--- config.mk ---
export PLATFORM = sky130hd
export DESIGN_NAME = conv33_output_sink_flat
export DESIGN_NICKNAME = d
export VERILOG_FILES = /design/src/rtl/conv33_pkg.sv /design/src/rtl/conv33_output_sink_if.sv /design/src/rtl/conv33_sink_fifo.sv /design/src/rtl/conv33_output_sink.sv /design/src/flat_wrapper.sv
export SDC_FILE = /design/constraint.sdc
export NUM_CORES = 1
export LEC_CHECK = 0
export ABC_AREA = 1
export ABC_CLOCK_PERIOD_IN_PS = 4150
export CAP_MARGIN = 20
export CORE_ASPECT_RATIO = 0.75
export CORE_MARGIN = 8
export CORE_UTILIZATION = 40
export DETAILED_ROUTE_END_ITERATION = 16
export PLACE_DENSITY = 0.56
export SYNTH_ARGS = -nofsm -noshare
export SYNTH_HDL_FRONTEND = slang
export SYNTH_SLANG_ARGS = --single-unit
--- constraint.sdc ---
create_clock -name clk -period 4.15 [get_ports clk]
set_clock_uncertainty 0.05 [all_clocks]
set_input_delay 0.83 -clock clk [delete_from_list [all_inputs] [get_ports clk]]
set_output_delay 0.83 -clock clk [all_outputs]
set_load 0.01 [all_outputs]
--- src/rtl/conv33_pkg.sv ---
// Shared constants and helpers for the conv33 output sink: frame geometry and the FIFO entry layout.
package conv33_pkg;

  localparam int WIDTH_DEF = 16;

  // A 3x3 valid-mode convolution loses one pixel on every border.
  function automatic int out_dim(input int img_dim);
    return img_dim - 2;
  endfunction

  typedef struct packed {
    logic                 last;
    logic [WIDTH_DEF-1:0] data;
  } sink_entry_t;

endpackage

--- src/rtl/conv33_output_sink_if.sv ---
// Producer strobe/data plus the drain valid/ready port of the conv33 output sink.
// Drain handshake: a word transfers on every rising edge where drain_valid=1 and drain_ready=1;
// while drain_valid=1 and drain_ready=0 the sink holds drain_data/drain_last stable.
interface conv33_output_sink_if #(
  parameter int WIDTH = 16
);
  logic             out_inst_output_write_valid;
  logic [WIDTH-1:0] out_inst_output_write [0:0];
  logic             drain_valid;
  logic             drain_ready;
  logic [WIDTH-1:0] drain_data;
  logic             drain_last;

  modport master (
    output out_inst_output_write_valid,
    output out_inst_output_write,
    output drain_ready,
    input  drain_valid,
    input  drain_data,
    input  drain_last
  );

  modport slave (
    input  out_inst_output_write_valid,
    input  out_inst_output_write,
    input  drain_ready,
    output drain_valid,
    output drain_data,
    output drain_last
  );
endinterface

--- src/rtl/conv33_sink_fifo.sv ---
// Single-clock flop-array FIFO; a push into a full FIFO is accepted only when a pop frees a slot.
module conv33_sink_fifo #(
  parameter int W     = 17,
  parameter int DEPTH = 4
) (
  input  logic                     clk,
  input  logic                     rst_n,
  input  logic                     push,
  input  logic [W-1:0]             din,
  output logic                     full,
  input  logic                     pop,
  output logic [W-1:0]             dout,
  output logic                     empty,
  output logic [$clog2(DEPTH):0]   count
);
  localparam int AW = $clog2(DEPTH);
  localparam logic [AW:0] FULL_CNT = (AW+1)'(DEPTH);

  logic [W-1:0]  mem_q [DEPTH];
  logic [AW-1:0] wptr_q, wptr_d, rptr_q, rptr_d;
  logic [AW:0]   count_q, count_d;
  logic          do_push, do_pop;

  assign empty   = (count_q == '0);
  assign full    = (count_q == FULL_CNT);
  assign do_pop  = pop & ~empty;
  assign do_push = push & (~full | do_pop);
  assign dout    = mem_q[rptr_q];
  assign count   = count_q;

  always_comb begin
    wptr_d  = wptr_q;
    rptr_d  = rptr_q;
    count_d = count_q;
    if (do_push) wptr_d = wptr_q + AW'(1);
    if (do_pop)  rptr_d = rptr_q + AW'(1);
    case ({do_push, do_pop})
      2'b10:   count_d = count_q + (AW+1)'(1);
      2'b01:   count_d = count_q - (AW+1)'(1);
      default: count_d = count_q;
    endcase
  end

  always_ff @(posedge clk or negedge rst_n) begin
    if (!rst_n) begin
      wptr_q  <= '0;
      rptr_q  <= '0;
      count_q <= '0;
      for (int i = 0; i < DEPTH; i++) mem_q[i] <= '0;
    end else begin
      wptr_q  <= wptr_d;
      rptr_q  <= rptr_d;
      count_q <= count_d;
      // When full with a pop, wptr equals rptr: the new word lands in the slot being vacated.
      if (do_push) mem_q[wptr_q] <= din;
    end
  end
endmodule

--- src/rtl/conv33_output_sink.sv ---
// Captures conv33 output words, tags frame position, buffers them and drains to the host.
module conv33_output_sink
  import conv33_pkg::*;
#(
  parameter int WIDTH = WIDTH_DEF,
  parameter int IMG_W = 64,
  parameter int IMG_H = 64,
  parameter int DEPTH = 16
) (
  input  logic                 clk,
  input  logic                 rst_n,
  conv33_output_sink_if.slave  bus,
  output logic                 frame_done,
  output logic                 overflow,
  output logic [15:0]          frame_count
);
  localparam int OUT_W = out_dim(IMG_W);
  localparam int OUT_H = out_dim(IMG_H);
  localparam int CW    = $clog2(OUT_W + 1);
  localparam int RW    = $clog2(OUT_H + 1);

  logic [CW-1:0]          col_q, col_d;
  logic [RW-1:0]          row_q, row_d;
  logic                   overflow_q, overflow_d;
  logic                   frame_done_q, frame_done_d;
  logic [15:0]            frame_count_q, frame_count_d;
  logic                   push, pop, at_last_col, at_last_row;
  logic                   fifo_full, fifo_empty;
  logic [WIDTH:0]         fifo_din, fifo_dout;
  logic [$clog2(DEPTH):0] fifo_count;

  assign push        = bus.out_inst_output_write_valid;
  assign at_last_col = (col_q == CW'(OUT_W - 1));
  assign at_last_row = (row_q == RW'(OUT_H - 1));
  assign fifo_din    = {at_last_col & at_last_row, bus.out_inst_output_write[0]};
  assign pop         = bus.drain_valid & bus.drain_ready;

  conv33_sink_fifo #(.W(WIDTH + 1), .DEPTH(DEPTH)) u_fifo (
    .clk   (clk),
    .rst_n (rst_n),
    .push  (push),
    .din   (fifo_din),
    .full  (fifo_full),
    .pop   (pop),
    .dout  (fifo_dout),
    .empty (fifo_empty),
    .count (fifo_count)
  );

  assign bus.drain_valid = (fifo_count != '0);
  assign bus.drain_data  = fifo_empty ? '0 : fifo_dout[WIDTH-1:0];
  assign bus.drain_last  = ~fifo_empty & fifo_dout[WIDTH];
  assign frame_done      = frame_done_q;
  assign overflow        = overflow_q;
  assign frame_count     = frame_count_q;

  // Position advances on every strobe, dropped or not, so the frame stays aligned.
  always_comb begin
    col_d         = col_q;
    row_d         = row_q;
    overflow_d    = overflow_q | (push & fifo_full & ~pop);
    frame_done_d  = pop & fifo_dout[WIDTH];
    frame_count_d = frame_count_q + {15'd0, frame_done_d};
    if (push) begin
      if (at_last_col) begin
        col_d = '0;
        row_d = at_last_row ? '0 : row_q + RW'(1);
      end else begin
        col_d = col_q + CW'(1);
      end
    end
  end

  always_ff @(posedge clk or negedge rst_n) begin
    if (!rst_n) begin
      col_q         <= '0;
      row_q         <= '0;
      overflow_q    <= 1'b0;
      frame_done_q  <= 1'b0;
      frame_count_q <= '0;
    end else begin
      col_q         <= col_d;
      row_q         <= row_d;
      overflow_q    <= overflow_d;
      frame_done_q  <= frame_done_d;
      frame_count_q <= frame_count_d;
    end
  end
endmodule

--- src/flat_wrapper.sv ---
// flat-port wrapper written by rule: the top's interface ports become plain ports
module conv33_output_sink_flat import conv33_pkg::*;
#(
  parameter int WIDTH = WIDTH_DEF,
  parameter int IMG_W = 64,
  parameter int IMG_H = 64,
  parameter int DEPTH = 16
)
  (clk, rst_n, frame_done, overflow, frame_count, bus_out_inst_output_write_valid, bus_out_inst_output_write, bus_drain_ready, bus_drain_valid, bus_drain_data, bus_drain_last);
  conv33_output_sink_if #(.WIDTH(WIDTH)) bus_i ();
  input  logic clk;
  input  logic rst_n;
  output logic frame_done;
  output logic overflow;
  output logic [15:0] frame_count;
  input wire logic [$bits(bus_i.out_inst_output_write_valid)-1:0] bus_out_inst_output_write_valid;
  input wire logic [$bits(bus_i.out_inst_output_write)-1:0] bus_out_inst_output_write;
  input wire logic [$bits(bus_i.drain_ready)-1:0] bus_drain_ready;
  output wire logic [$bits(bus_i.drain_valid)-1:0] bus_drain_valid;
  output wire logic [$bits(bus_i.drain_data)-1:0] bus_drain_data;
  output wire logic [$bits(bus_i.drain_last)-1:0] bus_drain_last;
  assign bus_i.out_inst_output_write_valid = bus_out_inst_output_write_valid;
  assign bus_i.out_inst_output_write = {>>{bus_out_inst_output_write}};
  assign bus_i.drain_ready = bus_drain_ready;
  assign bus_drain_valid = bus_i.drain_valid;
  assign bus_drain_data = bus_i.drain_data;
  assign bus_drain_last = bus_i.drain_last;
  conv33_output_sink #(.WIDTH(WIDTH), .IMG_W(IMG_W), .IMG_H(IMG_H), .DEPTH(DEPTH)) u_core (.clk(clk), .rst_n(rst_n), .bus(bus_i), .frame_done(frame_done), .overflow(overflow), .frame_count(frame_count));
endmodule
==> results.cfg, run 1 <==
[cts]
htree_levels = 2
cts_root_buf = clkbuf_16
clockBufferDepth = 3
numCtsBuffers = 35
holdBufCountCts = 0
cts_tree = built
clkLatencyLatePin_ns = 0.53
post_cts_buffers = 0
cts.repair.resized = 0
clkTransAtPathRegs_ns = 0.06
cts.sinks = 315

[detailed_routing]
drc = 0
wl_um = 42800
ant_nets = 0
routedWlPerCell_um = 18.4
vias = 12119
avgViaCountPerCell = 5.19
drtIter0Drc = 1176
first_pass_iters = 5

[die]
io_pins = 56
dieWidth_um = 243
start_util_pct = 40.4
die_y_um = 186
rows = 62
dieArea_um2 = 45100
core_um2 = 38100

[grt]
grt_util_met3_pct = 2.95
overflow = 0
grt_pass1_wl_um = 68600
grtUsageTotal_pct = 19.2
antenna_found_initial = 0
grt_max_degree = 101
grt_util_met2_pct = 30.0
grt.busiest_layer = met2
first_global_vias = 11613
use_met1_pct = 27.9

[placement]
io_buffer_count = 55
place_area_um2 = 15900
hpwl_um = 24200
dpl.cell_count = 2270
place.gp.congestion = 0.768

[worst_setup_path]
required_ns = 3.27
cp_data_arrival_time_ns = 3.09
endpoint_kind = primary output
r2r_start = u_core.u_fifo.rptr_q[1]$_DFFE_PN0P_
start_kind = register
cp_max_fo = 36
worstSetupPathType = reg -> out
critPathLaunch = u_core.u_fifo.rptr_q[1]$_DFFE_PN0P_
r2r_cells = 16

[sta]
post-route-min-period_ns = 3.97
tns_ns = 0
max_slew_margin_pct = 40.7
hold_viol = 0
max_freq_mhz = 252
fin_crit_sh_pct = 95.6
rsz0062_at_grt = false
setup_violations = 0
drv_slew = 0
worst_slew_pin_slew_ns = 0.889

[synthesis]
synthArstFlopShare_pct = 100
synth_top_cell_area_share_pct = 51.2
synth.most_common_cell = nand2_1
synth_edf_count = 0
netlist_area_um2 = 15400
synthFlopType = dfrtp_1
yosysSeqAreaShare_pct = 51.2
synth_cells = 1807
synth.largest_area_cell = dfrtp_1
yosys_warnings = 0
ys_ff_latch = 315
syn_area_per_cell_um2 = 8.52
ys_top_cells_by_count = nand2_1, dfrtp_1, nand3_1
synth.area.top_cells = dfrtp_1, nand2_1, nand3_1
syn-num-nets = 1842
synth_cell_type_count = 33

[power]
power_density_nw_per_um2 = 811
leakage_uw = 0.00793
ir_worst_vdd_mv = 0.294
power_uw = 13900

[final_layout]
final_cells = 2334
final_layout_size_suffix_gt1_share_pct = 9.06
fin_nets = 1830
fin_util_pct = 44.9
multiInputGateArea_um2 = 6350
diodes = 0
fillCellCount = 3716
seq_area_um2 = 7890
area_delta_synth_final_pct = 11.2
fin_area_um2 = 17100

[status]
run_status = completed

[min_path]
hold_path.class = in -> async

[job]
drv_cap = 0
==> cell type report <==
type / instances / share of cell area (%)
tap: 512 / 3.74
clock inverter: 17 / 1.13
clock buffer: 47 / 5.74
multi-input combinational: 1303 / 37.1
sequential: 315 / 46.1
timing repair buffer: 76 / 4.68
inverter: 64 / 1.48
==> power by group <==
part | switching [µW] | internal [µW] | total [µW] | leakage [µW]
Sequential | 837 | 4360 | 5200 | 0.00402
Combinational | 3400 | 2100 | 5500 | 0.00335
Clock | 1310 | 1870 | 3180 | 0.000555
Total | 5540 | 8330 | 13900 | 0.00793
==> final timing paths <==
path	endpoint	slack [ns]
max in group asynchronous	u_core.u_fifo.mem_q[227]$_DFFE_PN0P_	2.72
setup / recovery	bus_drain_data[10]	0.18
hold / removal	u_core.col_q[1]$_DFFE_PN0P_	0.28
setup reg to reg	u_core.frame_count[14]$_DFF_PN0_	0.70
hold reg to reg	u_core.overflow$_DFF_PN0_	0.42
min in group clk	u_core.overflow$_DFF_PN0_	0.42
==> registers in the layout (all words and copies together) (netlist names) <==
register	count
u_core.u_fifo.wptr_q	4
u_core.col_q	6
u_core.frame_done	1
u_core.u_fifo.mem_q	272
u_core.u_fifo.rptr_q	4
u_core.row_q	6
u_core.frame_count	16
u_core.overflow	1
u_core.u_fifo.count	5
==> metrics by stage <==
stage                     setup WS [ns]  hold WS [ns]
after floorplan                    1.44         0.403
after global placement            0.641         0.409
final                             0.184         0.282
after CTS                        0.0587         0.328
after global routing            0.00478         0.347
after detailed placement          0.640         0.417
==> routing by layer <==
layer	vias up	wire, µm
li1	5861	-
met1	5861	20600
met2	335	19000
met3	62	2460
met4	0	765
met5	-	0
==> layout by cell type (no fill, tap or decap), drive strengths merged, types with 8 or more instances in the layout <==
master,synthesis,layout
nand2,685,685
dfrtp,315,315
buf,94,22
nand3,222,222
a21oi,22,22
o21ai,283,283
clkdlybuf4s50,0,54
inv,62,63
clkinv,2,8
xnor2,9,9
nor2,32,32
xor2,20,20
ha,15,15
clkbuf,31,47
==> logic make-up after synthesis <==
logic type,after synthesis,share of synthesized area (%)
AND/OR/NAND/NOR,949,26.9
flip-flops,315,51.2
AO/OA/AOI/OAI,310,11.5
buffers and inverters,189,7.51
XOR/XNOR,29,1.65
adder cells (fa/ha/maj),15,1.22
==> worst max-delay path: stages (launching register included) <==
cell and delay, ns:
dfrtp_2 0.67, inv_2 0.26, buf_12 0.25, nand3_1 0.11, nand3_1 0.07, nand2_1 0.10
nand2_1 0.06, a21oi_1 0.37, clkdlybuf4s50_1 0.64
(Power assumes the default switching activity.)
==> run 2: changes to the inputs <==
--- a/config.mk
+++ b/config.mk
@@ -11,8 +11,8 @@
 export CORE_ASPECT_RATIO = 0.75
 export CORE_MARGIN = 8
 export CORE_UTILIZATION = 40
+export CTS_CLUSTER_DIAMETER = 30
 export DETAILED_ROUTE_END_ITERATION = 16
-export PLACE_DENSITY = 0.56
 export SYNTH_ARGS = -nofsm -noshare
 export SYNTH_HDL_FRONTEND = slang
 export SYNTH_SLANG_ARGS = --single-unit
==> run 2 against run 1 <==
Global-route usage increased by 0.31 points. Worst setup slack better by 0.0038 ns. Power up 17%. Critical path depth grew 1. Largest power group unchanged. Wire length grew 2.6%. Clock power up 73%. Die area is the same. Clock-buffer cell count rose by 42. Design area increased by 7.0%. Critical endpoint is now bus_drain_last. Sequential cell count stayed put.
==> results.cfg, run 2 (synthesis results as in run 1) <==
[die]
rows = 62
start_util_pct = 40.4
die_y_um = 186
core_um2 = 38100
io_pins = 56
dieWidth_um = 243
dieArea_um2 = 45100

[final_layout]
final_layout_size_suffix_gt1_share_pct = 11.8
fillCellCount = 3615
diodes = 0
final_common_cell = nand2_1
final_cell_mix = nand2_1, dfrtp_1, nand3_1
fin_nets = 1864
area_delta_synth_final_pct = 18.9
fin_util_pct = 48.0
largest_register_ffs = 272
top_register = u_core.u_fifo.mem_q

[sta]
max_freq_mhz = 252
setup_violations = 0
drv_slew = 0
timing.final.ws_setup_ns = 0.188
hold-worst-slack_ns = 0.252
hold_viol = 0
tns_ns = 0
fin_crit_sh_pct = 95.5
post-route-min-period_ns = 3.96
worst_slew_pin_slew_ns = 0.776
rsz0062_at_grt = false
max_slew_margin_pct = 48.3

[detailed_routing]
vias = 12501
drtIter0Drc = 1210
first_pass_iters = 5
routedWlPerCell_um = 18.4
drc = 0
wl_um = 43900
avgViaCountPerCell = 5.23
ant_nets = 0

[cts]
clkLatencyLatePin_ns = 0.56
cts_root_buf = clkbuf_16
cts_tree = built
clkTransAtPathRegs_ns = 0.04
holdBufCountCts = 0
cts.sinks = 315
post_cts_buffers = 0
clockBufferDepth = 3
numCtsBuffers = 67
cts.repair.resized = 0
htree_levels = 3

[worst_setup_path]
rrSetupSlack_ns = 0.63
cpMostUsedCell = nand2_1
endpoint_kind = primary output
start_kind = register
crit_chain = inv_4 -> buf_4 -> nand2_1 -> nand2_1 -> nand2_1 -> nand3_1 -> nand3_1 -> a21oi_1 -> clkdlybuf4s50_1
cp_max_fo = 33
slowest_delay_ns = 0.62
r2r_start = u_core.u_fifo.rptr_q[0]$_DFFE_PN0P_
required_ns = 3.27
worstSetupPathType = reg -> out
critPathSlowestCell = clkdlybuf4s50_1
cp_data_arrival_time_ns = 3.08
critPathLaunch = u_core.u_fifo.rptr_q[0]$_DFFE_PN0P_

[grt]
grt_max_degree = 88
grt_util_met2_pct = 28.8
grtUsageTotal_pct = 19.5
grt.busiest_layer = met2
use_met1_pct = 28.5
antenna_found_initial = 0
first_global_vias = 11942
grt_util_met3_pct = 4.07
overflow = 0
grt_pass1_wl_um = 69500

[placement]
hpwl_um = 24300
io_buffer_count = 55
dp_slack_ns = 0.675
place.gp.congestion = 0.774

[status]
run_status = completed

[job]
drv_cap = 0

[min_path]
hold_path.class = in -> async

[power]
ir_worst_vdd_mv = 0.532
power_density_nw_per_um2 = 889
leakage_uw = 0.00851
run 2: report_power, final:
part           switching, µW  total (µW)  internal, µW
clock network           1720        5510          3790
logic                   3530        5630          2100
registers                750        5130          4380
total                   5990       16300         10300
run 2: layer usage:
| layer | part of all wire, % | routed length (µm) |
|---|---|---|
| met1 | 48 | 20900 |
| met2 | 43 | 18900 |
| met3 | 7.3 | 3200 |
| met4 | 2.1 | 916 |
| met5 | 0 | 0 |
run 2: worst paths after layout:
kind | endpoint | depth (start not counted)
max in group asynchronous | u_core.u_fifo.rptr_q[0]$_DFFE_PN0P_ | 2
min reg2reg | u_core.frame_count[15]$_DFF_PN0_ | 1
max | bus_drain_last | 9
min in group clk | u_core.frame_count[15]$_DFF_PN0_ | 1
max reg2reg | u_core.frame_count[14]$_DFF_PN0_ | 18
min | u_core.u_fifo.mem_q[88]$_DFFE_PN0P_ | 1
run 2: cell type report:
cell class	count	area (µm²)	area share (%)
clock inverter	31	444	2.43
sequential	315	7890	43.1
inverter	64	248	1.35
multi-input combinational	1303	6350	34.7
tap	512	641	3.50
clock buffer	89	1910	10.4
timing repair buffer	78	816	4.46
run 2: critical path: cells and delay by family (launching register included):
family,cells,cell delay [ns]
buffers and inverters,3,1.26
AO/OA/AOI/OAI,1,0.38
flip-flops,1,0.50
AND/OR/NAND/NOR,5,0.37
run 2: stage by stage:
stage	power, µW	area, µm²	std cells
final	16300	18300	2392
after global routing	17300	18300	2392
after CTS	16400	18300	2392
after detailed placement	10700	15900	2272
after global placement	10600	15900	2272
after floorplan	8880	15400	1807
